--- src/rtl/cv32e40x_xif_result_buffer.sv ---
// XIF result buffer for an offloaded functional unit.
//
// Results from the functional unit are queued in arrival order and only offered on the XIF
// result interface once the core has committed the instruction. Commits or kills that arrive
// before the result are remembered in a per-ID scoreboard and applied when the result is pushed.
//
// Ports:
//   clk_i, rst_i                       clock, synchronous active-high reset
//   fu_valid_i/fu_ready_o/fu_id_i/fu_rd_i/fu_data_i
//                                      result push from the functional unit
//   commit_valid_i/commit_id_i/commit_kill_i
//                                      commit (kill=0) or kill (kill=1) for an instruction ID
//   result_valid_o/result_ready_i/result_id_o/result_rd_o/result_data_o/result_we_o
//                                      XIF result interface
//   count_o                            number of occupied entries
module cv32e40x_xif_result_buffer #(
  parameter int unsigned DEPTH       = 4,
  parameter int unsigned X_ID_WIDTH  = 4,
  parameter int unsigned X_RFW_WIDTH = 32
) (
  input  logic                     clk_i,
  input  logic                     rst_i,
  input  logic                     fu_valid_i,
  output logic                     fu_ready_o,
  input  logic [X_ID_WIDTH-1:0]    fu_id_i,
  input  logic [4:0]               fu_rd_i,
  input  logic [X_RFW_WIDTH-1:0]   fu_data_i,
  input  logic                     commit_valid_i,
  input  logic [X_ID_WIDTH-1:0]    commit_id_i,
  input  logic                     commit_kill_i,
  output logic                     result_valid_o,
  input  logic                     result_ready_i,
  output logic [X_ID_WIDTH-1:0]    result_id_o,
  output logic [4:0]               result_rd_o,
  output logic [X_RFW_WIDTH-1:0]   result_data_o,
  output logic                     result_we_o,
  output logic [$clog2(DEPTH):0]   count_o
);

  localparam int unsigned PtrW   = $clog2(DEPTH);
  localparam int unsigned NumIds = 2 ** X_ID_WIDTH;
  localparam logic [PtrW:0] DepthCnt = (PtrW + 1)'(DEPTH);

  typedef enum logic [1:0] {StFree, StWaitCommit, StReady, StKilled} entry_state_e;

  entry_state_e             state_q [DEPTH];
  logic [X_ID_WIDTH-1:0]    id_q    [DEPTH];
  logic [4:0]               rd_q    [DEPTH];
  logic [X_RFW_WIDTH-1:0]   data_q  [DEPTH];
  logic [PtrW-1:0]          head_q, tail_q;
  logic [PtrW:0]            count_q;
  logic [NumIds-1:0]        sb_commit_q, sb_kill_q;

  logic                     push, pop, discard, remove;
  logic                     cmt_hit, cmt_to_push;
  logic [PtrW-1:0]          cmt_idx;
  entry_state_e             push_state;

  // Find an occupied entry carrying the committed ID. A hit on an entry that is already
  // READY or KILLED swallows the event so it never lands in the scoreboard.
  always_comb begin
    cmt_hit = 1'b0;
    cmt_idx = '0;
    for (int i = 0; i < DEPTH; i++) begin
      if (state_q[i] != StFree && id_q[i] == commit_id_i) begin
        cmt_hit = 1'b1;
        cmt_idx = PtrW'(i);
      end
    end
  end

  always_comb begin
    push        = fu_valid_i && fu_ready_o;
    pop         = result_valid_o && result_ready_i;
    discard     = state_q[head_q] == StKilled;
    remove      = pop || discard;
    // A commit racing the push of the same ID is folded straight into the new entry.
    cmt_to_push = commit_valid_i && push && !cmt_hit && (fu_id_i == commit_id_i);
    if (cmt_to_push) begin
      push_state = commit_kill_i ? StKilled : StReady;
    end else if (sb_kill_q[fu_id_i]) begin
      push_state = StKilled;
    end else if (sb_commit_q[fu_id_i]) begin
      push_state = StReady;
    end else begin
      push_state = StWaitCommit;
    end
  end

  always_ff @(posedge clk_i) begin
    if (rst_i) begin
      for (int i = 0; i < DEPTH; i++) begin
        state_q[i] <= StFree;
        id_q[i]    <= '0;
        rd_q[i]    <= '0;
        data_q[i]  <= '0;
      end
      head_q      <= '0;
      tail_q      <= '0;
      count_q     <= '0;
      sb_commit_q <= '0;
      sb_kill_q   <= '0;
    end else begin
      if (commit_valid_i) begin
        if (cmt_hit) begin
          if (state_q[cmt_idx] == StWaitCommit) begin
            state_q[cmt_idx] <= commit_kill_i ? StKilled : StReady;
          end
        end else if (!cmt_to_push) begin
          if (commit_kill_i) begin
            sb_kill_q[commit_id_i] <= 1'b1;
          end else begin
            sb_commit_q[commit_id_i] <= 1'b1;
          end
        end
      end
      // Removal only touches READY/KILLED heads and the commit update only WAIT_COMMIT
      // entries, so the two never target the same slot; push targets a FREE tail.
      if (remove) begin
        state_q[head_q] <= StFree;
        head_q          <= head_q + 1'b1;
      end
      if (push) begin
        state_q[tail_q]      <= push_state;
        id_q[tail_q]         <= fu_id_i;
        rd_q[tail_q]         <= fu_rd_i;
        data_q[tail_q]       <= fu_data_i;
        tail_q               <= tail_q + 1'b1;
        sb_commit_q[fu_id_i] <= 1'b0;
        sb_kill_q[fu_id_i]   <= 1'b0;
      end
      if (push && !remove) begin
        count_q <= count_q + 1'b1;
      end else if (!push && remove) begin
        count_q <= count_q - 1'b1;
      end
    end
  end

  always_comb begin
    fu_ready_o     = count_q < DepthCnt;
    count_o        = count_q;
    result_valid_o = state_q[head_q] == StReady;
    result_we_o    = result_valid_o;
    result_id_o    = result_valid_o ? id_q[head_q]   : '0;
    result_rd_o    = result_valid_o ? rd_q[head_q]   : '0;
    result_data_o  = result_valid_o ? data_q[head_q] : '0;
  end

endmodule

--- config.mk ---
export PLATFORM = sky130hd
export DESIGN_NAME = cv32e40x_xif_result_buffer
export DESIGN_NICKNAME = d
export VERILOG_FILES = /design/src/rtl/cv32e40x_xif_result_buffer.sv
export SDC_FILE = /design/constraint.sdc
export NUM_CORES = 1
export LEC_CHECK = 0
export BUFFER_PORTS_ARGS = -buffer_cell sky130_fd_sc_hd__buf_2
export CORE_UTILIZATION = 35
export CTS_BUF_LIST = sky130_fd_sc_hd__clkbuf_4
export CTS_CLUSTER_SIZE = 20
export DETAILED_ROUTE_END_ITERATION = 8
export PLACE_DENSITY = 0.51
export SETUP_SLACK_MARGIN = 0.05
export SYNTH_ARGS = -nofsm -noshare
export SYNTH_HDL_FRONTEND = slang
export SYNTH_SLANG_ARGS = --single-unit
--- constraint.sdc ---
create_clock -name clk_i -period 5.5 [get_ports clk_i]
set_clock_uncertainty 0.2 [all_clocks]
set_input_delay 0.275 -clock clk_i [delete_from_list [all_inputs] [get_ports clk_i]]
set_output_delay 0.275 -clock clk_i [all_outputs]
set_load 0.02 [all_outputs]
# After elaboration in Yosys (flattened, before gate mapping)
# Memories as Yosys holds them, arrays and structs flattened. A register that Yosys moved wholly into a read port is not among the register bits.
# Cells that the tools add are included.
[totals]
ff_bits = 39
input_bits = 51
output_inout_bits = 47
memories = 4
elab_cells = 134
ram_bits = 172
[memory_table]
columns = ["memory", "depth", "word_bits", "read_ports", "rd_ports_with_merged_regs", "write_ports", "line", "text"]
rows = [
  ["data_q", 4, 32, 1, 1, 4, "49", "logic [X_RFW_WIDTH-1:0] data_q [DEPTH];"],
  ["rd_q", 4, 5, 1, 1, 4, "48", "logic [4:0] rd_q [DEPTH];"],
  ["id_q", 4, 4, 5, 1, 4, "47", "logic [X_ID_WIDTH-1:0] id_q [DEPTH];"],
  ["state_q", 4, 2, 6, 1, 4, "46", "entry_state_e state_q [DEPTH];"],
]
[op_classes]
n_lt_le_gt_ge = 5
reduce_logical = 28
n_mux = 75
n_bitwise = 5
eq_ne = 8
add_sub_neg = 4
[ops]
columns = ["op", "count"]
rows = [
  ["$mux W16", 12],
  ["$mux W32", 2],
  ["$mux W2", 22],
  ["$and A16 B16 Y16", 2],
  ["$or A16 B16 Y16", 2],
  ["$reduce_or A32 Y1", 1],
  ["$mux W1", 29],
  ["$eq A4 B4 Y1", 5],
  ["$not A16 Y16", 1],
  ["$logic_and A1 B1 Y1", 13],
  ["$lt A4 B5 Y1 const B", 2],
  ["$mux W5", 2],
  ["$reduce_bool A2 Y1", 5],
  ["$bmux W1 S4", 2],
  ["$demux W1 S4", 2],
  ["$ge A4 B1 Y1 const B", 2],
  ["$mux W4", 2],
  ["$mux W3", 2],
  ["$reduce_or A2 Y1", 3],
  ["$reduce_or A5 Y1", 1],
  ["$add A2 B1 Y2 const B", 2],
  ["$eq A2 B2 Y1 const B", 2],
  ["$reduce_or A4 Y1", 1],
  ["$add A3 B1 Y3 const B", 1],
  ["other kinds (5)", 7],
]

# Logic depth before layout (Yosys ltp)
# Gate-level depths: netlist of run 1.
# An unclocked memory read counts as a cell.
[depth]
word_depth = 16
mapped_depth = 11
ltp_nobuf = 10

# Worst setup path after synthesis of run 1
# OpenSTA, ideal clock, no wires.
[synth_timing]
path_kind = "flip-flop to flip-flop"
from = "register count_q[2] (netlist: count_o[2])"
to = "register count_q[2] (netlist: count_o[2])"
synth_period_minus_slack_ns = 2.623
path_buffers = 1
required_time_ns = 5.230
arrival_ns = 2.352
stages_incl_launch_ff = 11
path_slack_ns = 2.877
path_cell_list = "dfxtp_1 > inv_1 > nand2_1 > inv_1 > clkbuf_1 > ha_1 > inv_1 > fa_1 > xor2_1 > or3_1 > a21oi_1"
[synth_between]
elab_chain_cells = 5
word_cells_on_any_way = 10
[synth_rtl]
columns = ["item", "line", "text"]
rows = [
  ["start, declared", "51", "logic [PtrW:0] count_q;"],
  ["start signal, assigned", "133", "count_q <= count_q + 1'b1;"],
  ["start signal, assigned", "135", "count_q <= count_q - 1'b1;"],
  ["$lt A3 B3 Y1 *", "141", "fu_ready_o = count_q < DepthCnt;"],
  ["net fu_ready_o", "24", "output logic fu_ready_o,"],
  ["$logic_and A1 B1 Y1 *", "73", "push = fu_valid_i && fu_ready_o;"],
  ["net push", "54", "logic push, pop, discard, remove;"],
  ["$logic_not A1 Y1", "134", "end else if (!push && remove) begin"],
  ["$logic_and A1 B1 Y1", "134", ""],
  ["$reduce_bool A2 Y1 (no source line)", "--", ""],
]
# The timed path passes the listed nets; every way through them passes the cells marked *. The select of a mux whose other input is x is not followed.
# A chain may end at the register's enable or synchronous reset.

==> run metrics, run 1 <==
peak supply drop 0.184 mV; top sig layer met4; CP Max Fanout 45; status complete, no violations; met3 wire len 946 um; # rows 62; final net count 989; Comb pwr share 25.8%; Max Freq between 200 and 300 MHz; slowest CP cell dfxtp_4; post-DP HPWL between 10 and 15 mm; crit-path cells o311ai_0, o21ai_4, buf_4, nor2b_1, buf_2; CORE AREA 28,800 um2; Via Count around 6,500; clk_lat worst skew 0.69 ns; H-tree depth 2; Initial Utilization 35.7%; post-CTS setup buffer count 0; Setup CP Type flop to output port; Pwr Total 4.63 mW; P_int between 3 and 4 mW; drt via density 4.78; WP data required 5.03 ns; final worst path period need between 3 and 4 ns; largest net degree at the start of global routing 46; Routed WL per cell 17.6 um; CTS clk-pin slew, worst paths ~0.060 ns; min-delay worst type input port to flop; Syn Nets 824; Worst-Margin Slew 0.932 ns; crit end category output port; vias in the first global route 6,772; DR iter-0 viols about 340; Final Hold Viols 0; Finish-stage setup viols 0; Residual DRC 0; antenna viol nets, final 0; layout cells sized above 1 between 20% and 30%; Pins Over Slew Limit 0; TNS Setup 0 ns; Max Cap Viol 0; Pre-antenna DRT Iters 5; most frequent cells in the layout edfxtp_1 (172), and2_1 (166), buf_2 (97); met2 routed WL approximately 12 mm; initial antenna violation count 2; Synth-to-Final Area Change 19.8%; Post-synth EDFFs 172; synthesized area per cell roughly 13 um2; CTS Root Cell clkbuf_4; first-pass GRT wire length 37.7 mm; CTS Buffer Depth 3; Reg power frac around 45%; RSZ-0062 raised after global routing false; sequential element share of the synthesized area 58.3%; CTS tree yes; Die H about 170 um; I/O pin count 98; Final period util 62.4%; slew margin rel. 37.9%; FFs w/ async S/R, synth 0%; Die Footprint 30,000 um2; Ys Warns 0; switching fraction of total power 31.3%; crit path launch type flop; PwrDens 376 nW/um2; hold path startpoint commit_id_i[0]; synth unique cells 58; GRT overflow 0; Placer Congestion 0.730; Crit path arrival time 2.96 ns; most common cell after layout, fill and taps aside edfxtp_1; max incr delay on CP 0.96 ns; CTS Buf Count 56; met1 wire length approximately 11 mm; Post-synth top flop edfxtp_1; Yosys reg bits 213; cell count after synthesis 763; Die Wd 173 um; Critical path buffers and inverters 2; kind of cell adding the most delay to the critical path flip-flops; Net Sw Power 1.45 mW; final wirelength 23.8 mm; clock power share between 20% and 30%; P_leak around 4.8 nW; IO Port Bufs 97; gr usage total 16.2%; synthesized area 10,300 um2; Sink Count 213
==> through the flow <==
| step | cells | util, % | hold slack (ns) | instance area, um2 | setup slack, ns |
|---|---|---|---|---|---|
| 2_1_floorplan | 763 | - | 0.228 | 10300 | 2.88 |
| 3_3_place_gp | 1206 | 38.6 | 0.245 | 11100 | 2.37 |
| 3_5_place_dp | 1206 | 38.6 | 0.253 | 11100 | 2.38 |
| 4_1_cts | 1351 | 42.7 | 0.0157 | 12300 | 1.85 |
| 5_1_grt | 1353 | 42.8 | 0.0739 | 12300 | 1.72 |
| 6_report | 1353 | 42.8 | 0.0628 | 12300 | 2.07 |
==> path summary, 6_finish.rpt <==
path | slack, ns | cells past startpoint | to
max reg2reg | 2.44 | 9 | count_o[2]
min reg2reg | 0.27 | 2 | sb_kill_q[13]
min | 0.06 | 4 | sb_commit_q[12]
max | 2.07 | 5 | result_data_o[27]
==> cell usage after synthesis (2+ instances only) <==
cell         n  area share (%)
nor3_2       3            0.29
a31o_2       5            0.43
a221o_1      4            0.39
xnor2_1      5            0.43
nand3_1      7            0.34
xor2_1      18             1.5
or3_1        2            0.12
and2_1     166              10
nand2_1     11            0.40
buf_6        5            0.55
nor3_1       8            0.39
buf_2        6            0.29
edfxtp_1   172              50
a22o_1       4            0.34
a22oi_2      2            0.24
nor2b_1     43             2.6
buf_1        3            0.11
a2111oi_4    2            0.54
a21oi_1     35             1.7
nand2b_1     4            0.24
clkbuf_1    32             1.2
o21ai_0      5            0.24
inv_1       12            0.44
mux4_2      47              10
or2_2        3            0.18
dfxtp_1     41             8.0
a21o_1      16             1.2
buf_4        2            0.15
ha_1         9             1.1
mux4_1       2            0.51
o211ai_1     5            0.37
nor4_1       4            0.24
nor2_1      55             2.0
==> per-layer routing <==
layer	vias to the layer above	track usage [%]
met5	-	0
met4	0	5.97
met3	38	2.87
met2	138	26.5
met1	3157	21.6
li1	3131	-
==> kinds of logic (layout without fill, tap and decap cells) <==
kind of cell,Yosys count,count (layout),synth area share (%)
AND/OR/NAND/NOR,317,317,18.2
flip-flops,213,213,58.3
AO/OA/AOI/OAI,89,89,6.52
buffers and inverters,60,264,2.70
multiplexers,50,50,10.9
XOR/XNOR,24,24,2.12
adder cells (fa/ha/maj),10,10,1.29
other,0,2,0
==> tightest hold or removal path: stages <==
cell	delay, ns
buf_2	0.26
nor3_1	0.17
a21oi_1	0.15
nor2_1	0.04
==> sequential cells by signal, indices dropped and copies added, names as in the netlist, named ones only <==
| signal | flops |
|---|---|
| data_q | 128 |
| rd_q | 20 |
| id_q | 16 |
| sb_commit_q | 16 |
| sb_kill_q | 16 |
| state_q | 8 |
| count_o | 3 |
| head_q | 2 |
| tail_q | 2 |
==> cell type report <==
type                    instances  area (um2)
fillers                      2715       16500
flip-flops and latches        213        5990
multi-input cells             490        4050
repair buffers                155        1040
clock buffers                  86         646
well taps                     384         480
clock inverters                11        51.3
inverters                      12        45.0
diodes                          2        5.00
==> what timing repair did <==
| item | CTS | global route |
|---|---|---|
| hold endpoints to repair | 215 | 0 |
| resized for setup | 0 | 0 |
| hold buffers | 48 | 0 |
==> power groups by stage <==
stage	sequential (mW)	combinational (mW)	clock, mW
CTS	2.11	1.22	1.39
global placement	2.14	1.19	0
detailed placement	2.15	1.19	0
global route	2.14	1.31	1.46
finish	2.10	1.19	1.33
floorplan	2.02	0.926	0
Note: power is estimated with default switching activity, not from simulation.
==> run 2, diff against run 1 <==
--- a/config.mk
+++ b/config.mk
@@ -5,12 +5,13 @@
 export SDC_FILE = /design/constraint.sdc
 export NUM_CORES = 1
 export LEC_CHECK = 0
+export ABC_AREA = 1
 export BUFFER_PORTS_ARGS = -buffer_cell sky130_fd_sc_hd__buf_2
 export CORE_UTILIZATION = 35
 export CTS_BUF_LIST = sky130_fd_sc_hd__clkbuf_4
 export CTS_CLUSTER_SIZE = 20
 export DETAILED_ROUTE_END_ITERATION = 8
-export PLACE_DENSITY = 0.51
+export PLACE_DENSITY = 0.53
 export SETUP_SLACK_MARGIN = 0.05
 export SYNTH_ARGS = -nofsm -noshare
 export SYNTH_HDL_FRONTEND = slang
==> constraint.sdc (replaced) <==
create_clock -name clk_i -period 2.9 [get_ports clk_i]
set_clock_uncertainty 0.2 [all_clocks]
set_input_delay 0.145 -clock clk_i [delete_from_list [all_inputs] [get_ports clk_i]]
set_output_delay 0.145 -clock clk_i [all_outputs]
set_load 0.02 [all_outputs]
==> run metrics, run 2 <==
Largest Register data_q; synth unique cells 39; hold path startpoint rst_i; CTS Root Cell clkbuf_4; sequential element share of the synthesized area between 50 and 60%; Hold EP count_o[0]; DR iter-0 viols 562; CTS Buffer Depth 3; Worst R2R Start count_o[2]; IO Port Bufs between 90 and 100; Syn Nets 1,240; Finish-stage setup viols 0; top cells by area, synth edfxtp_1 (50%), nor2_1 (13%), dfxtp_1 (7.9%); Worst-Margin Slew 0.631 ns; min-delay worst type input port to flop; Final Hold Viols 0; status complete, no violations; top flop regs data_q (128), rd_q (20); most frequent cells in the layout nor2_1 (373), edfxtp_1 (172), o21ai_0 (108); synthesized area per cell 8.84 um2; H-tree depth 2; final net count 1,416; r2r worst-path depth 8; peak supply drop 0.379 mV; Post-synth top flop edfxtp_1; CP Max Fanout between 40 and 50; Max Freq 368 MHz; synth cell count leaders nor2_1 (373), edfxtp_1 (172), nand2_1 (112), o21ai_0 (108), inv_1 (106); Die H 175 um; slew margin rel. 57.9%; largest area contributor in the netlist edfxtp_1; top cell type's share of synthesized area roughly half; P_leak 5.43 nW; Placer Congestion 0.928; most numerous cell in the Yosys netlist nor2_1; fillers 2,868; drt via density 4.85; Residual DRC 0; Die Wd 175 um; antenna viol nets, final 0; Ys Warns 0; Via Count 8,652; Pins Over Slew Limit 0; Pre-antenna DRT Iters 7; WP data required approximately 2.6 ns; first-pass GRT wire length 45.3 mm; crit path launch type flop; TNS Setup 0 ns; Routed WL per cell 15.7 um; CTS Buf Count 58; FFs w/ async S/R, synth 0%; Min-Delay Path Depth 3; largest net degree at the start of global routing 75; Post-synth EDFFs about 170; Final period util 93.7%; final core utilization 44.1%; Crit path arrival time between 2 and 2.5 ns; min setup slack post-route 0.181 ns; dpl ws 0.264 ns; layout cells sized above 1 ~20%; gr usage total 18.8%; CTS clk-pin slew, worst paths 0.06 ns; synthesized area 10,400 um2; number of flip-flops in the largest register 128; cell count after synthesis 1,179; RSZ-0062 raised after global routing false; I/O pin count 98; final wirelength between 20 and 30 mm; Sink Count about 210; Setup CP Type flop to output port; most common cell after layout, fill and taps aside nor2_1; initial antenna violation count 1; final worst path period need 2.72 ns; PwrDens 757 nW/um2; Initial Utilization roughly 36%; r2r setup slk 0.30 ns; crit end category output port; CTS tree yes; post-DP HPWL 16.3 mm; GRT overflow 0; CORE AREA 29,000 um2; Die Footprint 30,500 um2; Yosys reg bits roughly 210; vias in the first global route 8,754; # rows 62; Max Cap Viol 0; Synth-to-Final Area Change 22.7%; r2r endpoint sb_kill_q[6]; clk_lat worst skew 0.69 ns
run 2: cell count changes after synthesis, sizes merged, moves of 43 or more:
cell and delta:
nor2 +328, o21ai +105, mux4 -49, inv +104, nor2b -43, nand2 +109, and2 -166
run 2: how the worst max path moves through the flow:
stage / from / slack [ns] / to
after detailed placement: flop / 0.26 / count_o[1]
after floorplan: count_o[2] / -0.09 / data_q[0][0]
final: flop / 0.18 / result_data_o[25]
after global routing: flop / 0.06 / result_data_o[22]
after global placement: flop / 0.35 / count_o[2]
after CTS: flop / 0.11 / result_id_o[2]
run 2: final cells by class:
cell class              instances  area, um2  area share [%]
flip-flops and latches        213       5990            46.8
multi-input cells             788       3790            29.7
repair buffers                177       1310            10.3
clock buffers                  91        683            5.34
well taps                     384        480            3.76
inverters                     117        444            3.47
clock inverters                12       82.6           0.646
diodes                          1       2.50          0.0196
run 2: timing repair:
item | CTS | global route
hold buffers | 63 | 0
setup endpoints to repair | 43 | 20
endpoints found under the hold margin | 259 | 0
setup buffers | 1 | 0
gates resized for setup | 14 | 8
run 2: worst max-delay path, cell delays in order, from the launching register on:
cell     delay [ns]
dfxtp_4        0.42
inv_2          0.12
o21ai_0        0.18
a21oi_1        0.07
a21oi_2        0.16
nand2_2        0.08
buf_8          0.24
a21oi_1        0.23
buf_2          0.21
run 2: kinds of logic (layout without fill, tap and decap cells):
logic type | count (synthesis) | after routing | synth area share [%]
other | 0 | 1 | 0
DFF | 213 | 213 | 57.4
xor gates and xnor gates | 7 | 7 | 0.732
and+or+nand+nor | 549 | 549 | 21.6
buffers and inverters | 178 | 397 | 6.90
AOI/OAI and AO/OA | 222 | 222 | 12.1
adders and majority gates | 10 | 10 | 1.27
run 2: metal layers:
layer	vias to the layer above	routed length [um]	GRT usage [%]
met2	281	13100	31.3
met5	-	0	0
met1	4029	12700	24.3
met3	60	1540	3.15
li1	4282	-	-
met4	0	712	7.64
run 2: power by group:
| part | internal (mW) | switching [mW] | total, mW |
|---|---|---|---|
| registers | 3.64 | 0.147 | 3.79 |
| clock network | 1.51 | 1.25 | 2.75 |
| logic | 0.928 | 2.22 | 3.15 |
| total | 6.07 | 3.62 | 9.69 |
run 2: through the flow:
stage | total power [mW] | hold WS, ns | cells | area [um2]
4_1_cts | 9.77 | 0.0393 | 1782 | 12800
5_1_grt | 10.3 | 0.0718 | 1783 | 12800
3_3_place_gp | 6.82 | 0.218 | 1615 | 11300
6_report | 9.69 | 0.0759 | 1783 | 12800
3_5_place_dp | 6.84 | 0.225 | 1615 | 11300
2_1_floorplan | 5.86 | 0.0174 | 1179 | 10400
==> run 3, diff against run 2 <==
--- a/config.mk
+++ b/config.mk
@@ -7,12 +7,13 @@
 export LEC_CHECK = 0
 export ABC_AREA = 1
 export BUFFER_PORTS_ARGS = -buffer_cell sky130_fd_sc_hd__buf_2
-export CORE_UTILIZATION = 35
+export CORE_UTILIZATION = 30
 export CTS_BUF_LIST = sky130_fd_sc_hd__clkbuf_4
 export CTS_CLUSTER_SIZE = 20
 export DETAILED_ROUTE_END_ITERATION = 8
-export PLACE_DENSITY = 0.53
+export PLACE_DENSITY = 0.47
 export SETUP_SLACK_MARGIN = 0.05
+export SKIP_LAST_GASP = 1
 export SYNTH_ARGS = -nofsm -noshare
 export SYNTH_HDL_FRONTEND = slang
 export SYNTH_SLANG_ARGS = --single-unit
==> run metrics, run 3 (synthesis gave the netlist of run 2 again) <==
final core utilization 38.0%; Crit path arrival time 2.38 ns; r2r setup slk ~0.29 ns; initial antenna violation count 2; CTS Buf Count between 50 and 60; layout cells sized above 1 19.6%; number of flip-flops in the largest register 128; Pins Over Slew Limit 0; Via Count between 8,000 and 9,000; placed cell count 1,682; crit path launch type flop; fillers ~3,600; Synth-to-Final Area Change 23.5%; Residual DRC 0; post-DP HPWL 17.9 mm; antenna viol nets, final 0; CP Max Fanout 15; drt via density 4.65; Finish-stage setup viols 0; GRT overflow 0; Hold EP data_q[3][14]; Final period util roughly 94%; Die Footprint 35,500 um2; P_leak 5.45 nW; peak supply drop roughly 0.37 mV; min-delay worst type input port to flop; hold path startpoint fu_data_i[14]; IO Port Bufs 97; Critical Path Most Common Cell a21oi_1; crit end category output port; slowest CP cell dfxtp_4; r2r worst-path depth 9; Pwr Total 9.80 mW; status complete, no violations; Pre-antenna DRT Iters 5; Setup CP Type flop to output port; I/O pin count 98; # rows 67; CTS clk-pin slew, worst paths 0.06 ns; gr usage total 16.8%; largest net degree at the start of global routing 84; most common cell after layout, fill and taps aside nor2_1; r2r endpoint count_o[0]; WP data required ~2.6 ns; Largest Register data_q; H-tree depth 2; Final Hold Viols 0; Die Wd about 190 um; final net count 1,420; vias in the first global route approximately 8,600; Placer Congestion 0.812; Min-Delay Path Depth 4; final worst path period need 2.72 ns; Post-Layout Cell Count 1,855; final wirelength between 20 and 30 mm; dpl ws 0.473 ns; CORE AREA 33,900 um2; Initial Utilization 30.8%; Worst-Margin Slew 0.611 ns; min setup slack post-route 0.179 ns; Sink Count 213; Die H 188 um; RSZ-0062 raised after global routing true; Max Freq 367 MHz; CTS Buffer Depth 3; most frequent cells in the layout nor2_1 (373), edfxtp_1 (172), o21ai_0 (108); WHS ~0.079 ns; top flop regs data_q (128), rd_q (20); CTS tree yes; crit-path cells inv_2, o21ai_0, a21oi_1, a21oi_2, nand2_4, buf_12, a21oi_1, buf_4; first-pass GRT wire length 46.6 mm; Routed WL per cell 16.0 um; CTS Root Cell clkbuf_4; slew margin rel. 59.3%; Max Cap Viol 0; DR iter-0 viols 577; PwrDens 761 nW/um2; max incr delay on CP 0.42 ns; clk_lat worst skew 0.71 ns
## run 3: cell types whose count changed in the layout (fill, tap and decap cells not counted), moves of 3 or more
cell	change
buf_4	+6
buf_2	-3
a21oi_2	-8
a21oi_1	+9
## run 3: area by class of cell
type                       instances  area, um2  area share (%)
antenna                            2       5.00          0.0389
clock buffer                      93        698            5.42
clock inverter                    14       67.6           0.525
inverter                         117        444            3.45
multi-input combinational        788       3760            29.2
sequential                       213       5990            46.5
tap                              448        561            4.35
timing repair buffer             180       1350            10.5
## run 3: through the flow
stage          setup TNS [ns]  instance area [um2]
2_1_floorplan           -7.61                10400
3_3_place_gp                0                11400
3_5_place_dp                0                11400
4_1_cts                     0                12800
5_1_grt               -0.0138                12900
6_report                    0                12900
## run 3: routing by layer
layer	global-route usage [%]	wire, um	vias up
met5	0	0	-
met1	22.1	13700	4046
met2	27.4	13800	248
met3	3.56	1570	51
met4	5.96	656	0
li1	-	-	4286
## run 3: how the worst max path moves through the flow
stage          slack, ns                 to  depth (start not counted)
6_report            0.18  result_data_o[31]                          8
3_5_place_dp        0.47         count_o[1]                         10
4_1_cts             0.06   result_data_o[1]                          6
2_1_floorplan      -0.09       data_q[0][0]                          8
5_1_grt           -0.006  result_data_o[23]                          8
3_3_place_gp        0.49         count_o[2]                         12
## run 3: worst max-delay path: cells and delay by family, from the launching register on
kind                   cells  cell delay [ns]
AO/OA/AOI/OAI              4             0.60
flip-flops                 1             0.42
AND/OR/NAND/NOR            1             0.15
buffers and inverters      3             0.50
## run 3: where the power goes
part	internal (mW)	switching, mW
registers	3.64	0.134
logic	1.01	2.26
clock network	1.45	1.30
## run 3: repair_timing
action	in CTS	in global routing
hold buffers	62	0
gates resized for setup	4	10
endpoints found under the setup margin	43	37
cloned	0	0
buffers inserted	2	0
pin swaps	1	0
endpoints found under the hold margin	240	0
